## src/rtl/piso_serializer.sv

```systemverilog
// Parallel-in/serial-out shift register with valid/ready load, per-bit valid and end-of-word marker.
// Emits one bit per enabled clock; a reload on the final bit streams words with no gap.
//
// state | meaning
// IDLE  | count == 0, nothing left to emit, ready for a word
// SHIFT | count != 0, bits remain; ready again only on the final bit
module piso_serializer #(
  parameter int WIDTH     = 8,
  parameter bit MSB_FIRST = 1'b1
) (
  input  logic             clock,
  input  logic             reset_n,
  input  logic             en,
  input  logic [WIDTH-1:0] parallel_in,
  input  logic             in_valid,
  output logic             in_ready,
  output logic             output_bit,
  output logic             out_valid,
  output logic             out_last,
  output logic             busy
);

  localparam int CW = $clog2(WIDTH + 1);

  logic [WIDTH-1:0] shreg;
  logic [CW-1:0]    count;
  logic             accept;
  logic             next_bit;
  logic [WIDTH-1:0] shreg_shifted;

  assign in_ready = en && (count <= CW'(1));
  assign accept   = in_valid && in_ready;
  assign busy     = (count != '0);

  assign next_bit      = MSB_FIRST ? shreg[WIDTH-1] : shreg[0];
  assign shreg_shifted = MSB_FIRST ? (shreg << 1) : (shreg >> 1);

  always_ff @(posedge clock or negedge reset_n) begin
    if (!reset_n) begin
      shreg      <= '0;
      count      <= '0;
      output_bit <= 1'b0;
      out_valid  <= 1'b0;
      out_last   <= 1'b0;
    end else if (en) begin
      if (count != '0) begin
        output_bit <= next_bit;
        out_valid  <= 1'b1;
        out_last   <= (count == CW'(1));
      end else begin
        out_valid  <= 1'b0;
        out_last   <= 1'b0;
      end
      // A load on the final bit replaces the shift, but that bit is still emitted above.
      if (accept) begin
        shreg <= parallel_in;
        count <= CW'(WIDTH);
      end else if (count != '0) begin
        shreg <= shreg_shifted;
        count <= count - 1'b1;
      end
    end
  end

endmodule

```

## config.mk

```make
export PLATFORM = sky130hd
export DESIGN_NAME = piso_serializer
export DESIGN_NICKNAME = d
export VERILOG_FILES = /design/src/rtl/piso_serializer.sv
export SDC_FILE = /design/constraint.sdc
export NUM_CORES = 1
export LEC_CHECK = 0
export CAP_MARGIN = 20
export CORE_AREA = 4 4 45 87
export CTS_CLUSTER_DIAMETER = 40
export DETAILED_ROUTE_END_ITERATION = 12
export DIE_AREA = 0 0 49 91
export PLACE_DENSITY = 0.41
export SLEW_MARGIN = 0
export SYNTH_ARGS = -nofsm -noshare
export SYNTH_HDL_FRONTEND = slang
export SYNTH_SLANG_ARGS = --single-unit
```

## constraint.sdc

```tcl
create_clock -name clock -period 1.56 [get_ports clock]
set_input_delay 0.312 -clock clock [delete_from_list [all_inputs] [get_ports clock]]
set_output_delay 0.312 -clock clock [all_outputs]
set_load 0.05 [all_outputs]
```

==> flow_metrics.py <==
metrics = {
    "placed_design": {
        "placed_area_um2": 1190,
        "dp_cells": 144,
        "pre_cts_slack_ps": -203,
        "hpwl_mm": 1.83,
        "port_buffers": 16,
        "place_congestion": 0.758,
    },
    "setup_path": {
        "endpoint_kind": "primary output",
        "critPathLaunchType": "flop",
        "crit_type": "flop to primary output",
        "r2r_slack_ps": -30,
        "critPathRequiredTime_ps": 1250,
        "arrival_ps": 1430,
        "worstPathMaxFanout": 3,
    },
    "sta": {
        "skew_ps": 2.83,
        "max_freq_ghz": 0.575,
        "rsz0062_at_grt": "true",
        "worst_pin_slew_ps": 325,
        "post-route-period-util_pct": 112,
        "drv_slew": 0,
        "finalSetupViolCount": 5,
        "hold_viol": 0,
        "layout_min_cycle_time_ps": 1740,
        "layout_setup_ws_ps": -180,
        "slew_headroom_pct": 78.2,
    },
    "floorplan": {
        "die_w_um": 49,
        "start_util_pct": 24.8,
        "io_pins": 17,
        "core_um2": 3190,
        "fp.dieH_um": 91,
        "num_rows": 29,
        "die-area_um2": 4460,
    },
    "logic_synthesis": {
        "ys_types": 27,
        "syn_avg_cell_area_um2": 9.76,
        "ys_ff_latch": 15,
        "netlist_instances": 81,
        "synth_warnings": 0,
        "synth-seq-area-share_pct": 47.5,
        "syn-cell-area_um2": 791,
        "synth_nets": 96,
    },
    "grt": {
        "grt-ovfl-total": 0,
        "antenna_found_initial": 0,
        "grt_use_total_pct": 11.8,
        "grt_start_max_net_pins": 16,
        "grt_pass1_vias": 884,
        "grt_pass1_wl_mm": 4.17,
    },
    "detailed_routing": {
        "dr.pass1.iters": 4,
        "num_vias": 784,
        "ant_nets": 0,
        "drt_wl_total_mm": 2.43,
        "drtIter0Drc": 6,
        "drt-vias-per-instance": 5.09,
        "wl_per_cell_um": 15.8,
        "drc": 0,
    },
    "clock_tree": {
        "cts_tree": "built",
        "cts_buffer_depth": 2,
        "hold_buffers": 0,
        "cts.clk_slew.worst_paths_ps": 60,
        "clk_latency_ps": 240,
        "cts_root_buf": "clkbuf_8",
        "cts_sinks": 15,
        "htreeDepth": 1,
        "cts_made_buffers": 3,
    },
    "power": {
        "vdd_drop_max_mv": 1.12,
        "power_leakage_nw": 0.599,
        "power_density_nw_per_um2": 1690,
    },
    "final_layout": {
        "num-fill-cells": 317,
        "design_area_um2": 1490,
        "layout.cells.non_filler": 154,
        "antenna_cells": 0,
        "fin_util_pct": 46.6,
        "drive_above_1_share_pct": 55.3,
        "multi_input_area_um2": 571,
        "synthToLayoutAreaGrowth_pct": 88.3,
        "seq_area_um2": 377,
        "nets": 139,
    },
    "worst_hold_path": {
        "hold_path_class": "input pin to async pin",
    },
    "outcome": {
        "violations": "setup timing",
        "status": "complete, but fails checks",
    },
    "run": {
        "maxCapViolCount": 0,
    },
}
## per-layer routing
layer,wire [um],global-route usage (%),vias to the layer above
met5,0,0,-
met4,25,6.74,0
met3,70,1.64,2
met2,1490,21.6,9
met1,846,12.2,389
li1,-,-,384
## per-stage QoR
stage | setup TNS [ps] | total power [mW] | hold WS, ps
4_1_cts | -349 | 2.36 | 395
6_report | -357 | 2.52 | 391
2_1_floorplan | -169 | 1.27 | 16.4
5_1_grt | -1360 | 2.70 | 412
3_5_place_dp | -1400 | 1.82 | 483
3_3_place_gp | -983 | 1.80 | 470
## repair_timing
item,4_1_cts,5_1_grt
gates resized for setup,20,27
endpoints found under the setup margin,10,15
setup buffers,7,1
pin swaps,10,16
## worst max-delay path: stages, from the launching register on
cell and delay [ps]:
dfrtp_1 390, inv_2 140, ha_4 170, nor2_4 50, nor4_4 250, buf_12 180
## report_power, final
group          total [mW]  switching (mW)  leakage [nW]  internal [mW]
Clock               0.317           0.136        0.0228          0.181
Combinational        1.48           0.674         0.386          0.807
Sequential          0.726           0.183         0.190          0.543
Total                2.52           0.993         0.599           1.53
## layout make-up
class / count / share of cell area [%]
Inverter: 5 / 1.43
Timing Repair Buffer: 44 / 29.3
Multi-Input combinational cell: 55 / 38.3
Clock buffer: 4 / 3.03
Sequential cell: 15 / 25.3
Tap cell: 31 / 2.61
## state kept, by name, summed over array words and instances (netlist names)
register / count
shreg: 8
count: 4
out_last: 1
out_valid: 1
output_bit: 1
## cells in the final DEF (no fill, tap or decap), types with 2 or more instances in the layout
master and instances:
buf_8 2, nor3_2 2, nand3_4 2, a311oi_2 2
a21oi_2 2, clkdlybuf4s50_1 11, nand2_1 2, inv_1 2
inv_2 2, clkbuf_8 3, o21ai_0 7, buf_4 21
o21ai_1 2, nand3_2 6, dfrtp_1 14, buf_6 7
ha_4 3, a31oi_4 3, buf_12 3, a31oi_1 4
nor3_1 6
## cell usage after synthesis (all sizes together)
master / count / area [um2]
dfrtp: 15 / 375
o21ai: 9 / 45.0
a31oi: 8 / 50.1
nand3: 8 / 40.0
nor3: 8 / 40.0
buf: 5 / 36.3
inv: 5 / 18.8
ha: 3 / 37.5
nand2: 3 / 11.3
a21oi: 2 / 10.0
a311oi: 2 / 23.8
nor2: 2 / 7.51
nor3b: 2 / 20.0
a211o: 1 / 8.76
a31o: 1 / 8.76
clkbuf: 1 / 3.75
mux2: 1 / 11.3
nand4bb: 1 / 11.3
nor4: 1 / 6.26
o41ai: 1 / 8.76
or2: 1 / 6.26
or4b: 1 / 10.0
## final timing paths
check / from / to / cells after the start
max: count[1]$_DFFE_PN0P_ / in_ready / 5
min: reset_n / shreg[5]$_DFFE_PN0P_ / 2
max reg2reg: count[1]$_DFFE_PN0P_ / output_bit$_DFFE_PN0P_ / 7
min reg2reg: output_bit$_DFFE_PN0P_ / output_bit$_DFFE_PN0P_ / 1
max in group asynchronous: reset_n / count[0]$_DFFE_PN0P_ / 2
min in group clock: output_bit$_DFFE_PN0P_ / output_bit$_DFFE_PN0P_ / 1
## cells by family after synthesis
group,share of synthesized area (%)
AOI/OAI and AO/OA,19.6
and+or+nand+nor,19.3
muxes,1.42
buffers and inverters,7.43
adders and majority gates,4.75
DFF,47.5
(Power assumes the default switching activity.)
